[config.mk]
export PLATFORM = sky130hd
export DESIGN_NAME = sub_serial_flat
export DESIGN_NICKNAME = d
export VERILOG_FILES = /design/src/rtl/sub_serial_if.sv /design/src/rtl/sub_serial.sv /design/src/flat_wrapper.sv
export SDC_FILE = /design/constraint.sdc
export NUM_CORES = 1
export LEC_CHECK = 0
export BUFFER_PORTS_ARGS = -buffer_cell sky130_fd_sc_hd__buf_2
export CELL_PAD_IN_SITES_DETAIL_PLACEMENT = 2
export CELL_PAD_IN_SITES_GLOBAL_PLACEMENT = 2
export CORE_ASPECT_RATIO = 0.5
export CORE_MARGIN = 5
export CORE_UTILIZATION = 30
export CTS_CLUSTER_DIAMETER = 30
export DETAILED_ROUTE_END_ITERATION = 6
export PLACE_DENSITY_LB_ADDON = 0.1
export SYNTH_ARGS = -nofsm -noshare
export SYNTH_HDL_FRONTEND = slang
export SYNTH_SLANG_ARGS = --single-unit
export TNS_END_PERCENT = 100
[constraint.sdc]
create_clock -name clk -period 1.2 [get_ports clk]
set_input_delay 0.06 -clock clk [delete_from_list [all_inputs] [get_ports clk]]
set_output_delay 0.06 -clock clk [all_outputs]
set_load 0.01 [all_outputs]
[src/rtl/sub_serial_if.sv]
// Operand/result handshake bundle for the bit-serial subtractor.
// master drives req/x/y; slave returns ack/r/bo.
interface sub_serial_if #(
  parameter int N = 8
);
  logic         req;
  logic [N-1:0] x;
  logic [N-1:0] y;
  logic         ack;
  logic [N-1:0] r;
  logic         bo;

  modport master (
    output req, x, y,
    input  ack, r, bo
  );

  modport slave (
    input  req, x, y,
    output ack, r, bo
  );
endinterface

[src/rtl/sub_serial.sv]
// Bit-serial N-bit subtractor r = x - y, LSB first, one full-subtractor cell.
// Ports: clk, rst (async active-low), bus (req/x/y in, ack/r/bo out).
module sub_serial #(
  parameter int N = 8
) (
  input  logic        clk,
  input  logic        rst,
  sub_serial_if.slave bus
);
  localparam int CW = $clog2(N) + 1;

  typedef enum logic [1:0] {
    IDLE,
    BUSY,
    DONE
  } state_t;

  state_t r_state;
  state_t w_nstate;

  logic [N-1:0]  r_xs;
  logic [N-1:0]  r_ys;
  logic [N-1:0]  r_r;
  logic          r_borrow;
  logic          r_bo;
  logic          r_ack;
  logic [CW-1:0] r_cnt;

  logic          w_a;
  logic          w_b;
  logic          w_d;
  logic          w_bnext;
  logic          w_last;
  logic [N-1:0]  w_rnext;

  assign w_a     = r_xs[0];
  assign w_b     = r_ys[0];
  assign w_d     = w_a ^ w_b ^ r_borrow;
  assign w_bnext = (~w_a & w_b) | (~(w_a ^ w_b) & r_borrow);
  assign w_last  = (r_cnt == CW'(N - 1));

  // Difference bits enter at the MSB so bit 0 lands in r[0] after N shifts.
  generate
    if (N == 1) begin : g_one
      assign w_rnext = w_d;
    end else begin : g_many
      assign w_rnext = {w_d, r_r[N-1:1]};
    end
  endgenerate

  always_comb begin
    w_nstate = r_state;
    unique case (r_state)
      IDLE:    if (bus.req) w_nstate = BUSY;
      BUSY:    if (w_last)  w_nstate = DONE;
      DONE:    if (!bus.req) w_nstate = IDLE;
      default: w_nstate = IDLE;
    endcase
  end

  always_ff @(posedge clk or negedge rst) begin
    if (!rst) begin
      r_state  <= IDLE;
      r_xs     <= '0;
      r_ys     <= '0;
      r_r      <= '0;
      r_borrow <= 1'b0;
      r_bo     <= 1'b0;
      r_ack    <= 1'b0;
      r_cnt    <= '0;
    end else begin
      r_state <= w_nstate;
      r_ack   <= (w_nstate == DONE);
      unique case (r_state)
        IDLE: begin
          if (bus.req) begin
            r_xs     <= bus.x;
            r_ys     <= bus.y;
            r_borrow <= 1'b0;
            r_cnt    <= '0;
          end
        end
        BUSY: begin
          r_r      <= w_rnext;
          r_xs     <= r_xs >> 1;
          r_ys     <= r_ys >> 1;
          r_borrow <= w_bnext;
          r_cnt    <= r_cnt + CW'(1);
          if (w_last) r_bo <= w_bnext;
        end
        default: ;
      endcase
    end
  end

  assign bus.ack = r_ack;
  assign bus.r   = r_r;
  assign bus.bo  = r_bo;
endmodule

[src/flat_wrapper.sv]
// flat-port wrapper written by rule: the top's interface ports become plain ports
module sub_serial_flat 
#(
  parameter int N = 8
)
  (clk, rst, bus_req, bus_x, bus_y, bus_ack, bus_r, bus_bo);
  sub_serial_if #(.N(N)) bus_i ();
  input  logic clk;
  input  logic rst;
  input wire logic [$bits(bus_i.req)-1:0] bus_req;
  input wire logic [$bits(bus_i.x)-1:0] bus_x;
  input wire logic [$bits(bus_i.y)-1:0] bus_y;
  output wire logic [$bits(bus_i.ack)-1:0] bus_ack;
  output wire logic [$bits(bus_i.r)-1:0] bus_r;
  output wire logic [$bits(bus_i.bo)-1:0] bus_bo;
  assign bus_i.req = bus_req;
  assign bus_i.x = bus_x;
  assign bus_i.y = bus_y;
  assign bus_ack = bus_i.ack;
  assign bus_r = bus_i.r;
  assign bus_bo = bus_i.bo;
  sub_serial #(.N(N)) u_core (.clk(clk), .rst(rst), .bus(bus_i));
endmodule
==> flow_summary.ini <==
[run_status]
status = complete, but fails checks
violations = setup timing

[clock_tree]
cts_tree = yes
clockRootBuffer = clkbuf_8
path_clk_slew_ns = 0.08
clockBufferDepth = 2
cts_inserted_buffers = 5
clock-sinks = 33
htree_num_levels = 2
clk-insertion-delay-late_ns = 0.29

[sta]
min_period_ns = 1.32
slew_headroom = 0.859
fin_crit_sh = 1.10
clock.fmax_mhz = 758
maxSlewViolCount = 0
fin_setup_tns_ns = -1.39
hold_viol = 0
rsz0062_at_grt = true
holdWs_ns = 0.00720
tightest_slew_ns = 0.211
skew_ns = 0.0103
final.setup.worst_slack_ns = -0.119
setup_violations = 20

[route]
drt_iter0_drc = 12
dr_total_vias = 1190
dr.pass1.iters = 3
post_drt_via_cell_ratio = 4.56
post_drt_wl_per_cell_um = 15.1
route.detailed.drc = 0
antenna_left = 0
wirelength_um = 3950

[worst_setup_path]
crit_fanout = 10
required_ns = 1.38
critPathKind = reg -> reg
cp.arrival_ns = 1.49
start_kind = flop
r2r_cells = 4
worstSetupEndpointType = flop
reg2reg_to = u_core.r_ys[1]
regToRegSetupSlack_ns = -0.12
reg2reg_from = u_core.r_state[1]

[final_layout]
final_cell_mix = 33 x dfrtp_1, 28 x nand2_1, 28 x buf_2
syn2layout_area_growth_pct = 40.3
num_antenna_cells = 0
nNetsFinal = 211
n_fill_cell = 522
layout_commonest_cell = dfrtp_1
drive_above_1_share = 0.440
finalNonFillerCells = 261
final_area_mm2 = 0.00207
finalCoreUtilization = 0.428

[logic_synthesis]
synth_seq_cells = 33
yosysSeqAreaShare = 0.559
netlist.area_leader.share = 0.559
yosysTopAreaCell = dfrtp_1
yosys.area_share.adder = 0.0220
netlist_instances = 142
yosysUniqueCellTypes = 26
synth_compound_area_frac = 0.153
synth_xor_area_frac = 0
yosys.area_share.simple = 0.182
synth.avg_cell_area_um2 = 10.4
syn-cell-area_mm2 = 0.00148
yosysWarnings = 0
synth_nets = 163
synthMuxAreaShare = 0.0136
synth_top_family_by_area = simple AND/OR/NAND/NOR gates
synthTopCellsByArea = dfrtp_1 56%, o22ai_2 8.5%, nand2_1 7.4%

[pwr]
p_leak_nw = 1.00
ir_drop_mv = 0.934
p_per_area_mw_per_mm2 = 2950
fin_total_pwr_mw = 6.12

[worst_hold_path]
min_from = bus_y[7]
whs_endpoint = u_core.r_ys[7]
hold_path_class = in -> reg
hold_depth = 3

[global_route]
antenna_found_initial = 0
grt_max_degree = 28
grt_pass1_wl_um = 6670
first_global_vias = 1358
track_usage = 0.139
grt_overflow = 0

[place]
gp_congestion = 0.711
io_buffers = 28
place_ws_ns = -0.153
hpwlAfterDp_um = 2810
place_inst = 252
dpl-instance-area_mm2 = 0.00186

[floorplan]
num_io_pins = 29
fp.dieH_um = 59.6
start_util = 0.305
std_cell_rows = 18
design.core.area_mm2 = 0.00484
die_w_um = 109
dieArea_mm2 = 0.00651

[flow_run]
cap_violations = 0
[cell usage after synthesis]
cell type,count
buf_6,4
clkbuf_1,2
mux2i_1,2
nand3_1,5
nand4_1,1
o21ba_2,1
buf_12,1
o22ai_1,4
a21oi_1,2
inv_1,6
ha_1,1
nor2b_1,1
buf_4,1
a31oi_1,1
fa_1,1
dfrtp_1,33
nor2_1,26
nand2_1,29
nor3_2,1
o21ai_1,2
o22ai_2,10
nand2b_1,1
or3b_1,1
o21ai_0,3
o21a_1,1
a31o_2,2
[sequential cells by signal, indices dropped and copies added (netlist names)]
name             flops
u_core.bus.bo        1
u_core.r_xs          8
u_core.r_borrow      1
u_core.r_cnt         4
u_core.r_state       2
u_core.r_ys          8
u_core.bus.r         8
u_core.bus.ack       1
[final cells by class]
cell class              count  area, µm²  share of cell area
multi-input cells          95        616               0.297
well taps                  70       87.6              0.0423
flip-flops and latches     33        826               0.399
repair buffers             49        385               0.186
clock inverters             3       65.1              0.0314
clock buffers               5       68.8              0.0332
inverters                   6       22.5              0.0109
[worst max-delay path, cell delays in order, from the launching register on]
cell and delay [ns]:
dfrtp_1 0.41, or3b_4 0.42, buf_8 0.17, o22ai_2 0.15
nor2_1 0.07
[cell families (layout without fill, tap and decap cells)]
family | after synthesis | count (layout)
and+or+nand+nor | 65 | 65
muxes | 2 | 2
buffers and inverters | 14 | 63
adders and majority gates | 2 | 2
AOI/OAI and AO/OA | 26 | 26
DFF | 33 | 33
[timing repair]
action / CTS / global route
buffers inserted: 0 / 0
pin swaps: 1 / 0
endpoints found under the setup margin: 25 / 30
hold endpoints to repair: 33 / 0
hold buffers: 1 / 0
gates resized for setup: 11 / 6
[metal layers]
metal  part of all wire  GRT usage
met2               0.47      0.231
met5                  0          0
met3              0.044     0.0468
met4              0.011     0.0480
met1               0.47      0.171
[worst max-delay path by stage]
stage / cells past startpoint / endpoint / slack (ns) / start
floorplan: 5 / u_core.r_xs[0] / -0.13 / u_core.r_state[1]
global placement: 4 / u_core.r_ys[1] / -0.11 / u_core.r_state[1]
detailed placement: 4 / u_core.r_ys[2] / -0.15 / u_core.r_state[1]
CTS: 4 / u_core.r_xs[4] / -0.10 / u_core.r_state[0]
global route: 4 / u_core.r_ys[1] / -0.15 / u_core.r_state[1]
finish: 4 / u_core.r_ys[1] / -0.12 / u_core.r_state[1]
[report_power, final]
group          switching (mW)  internal [mW]  total, mW
Sequential              0.383           1.64       2.02
Combinational            1.39           1.44       2.83
Clock                   0.442          0.826       1.27
Total                    2.21           3.91       6.12
(Power assumes the default switching activity.)
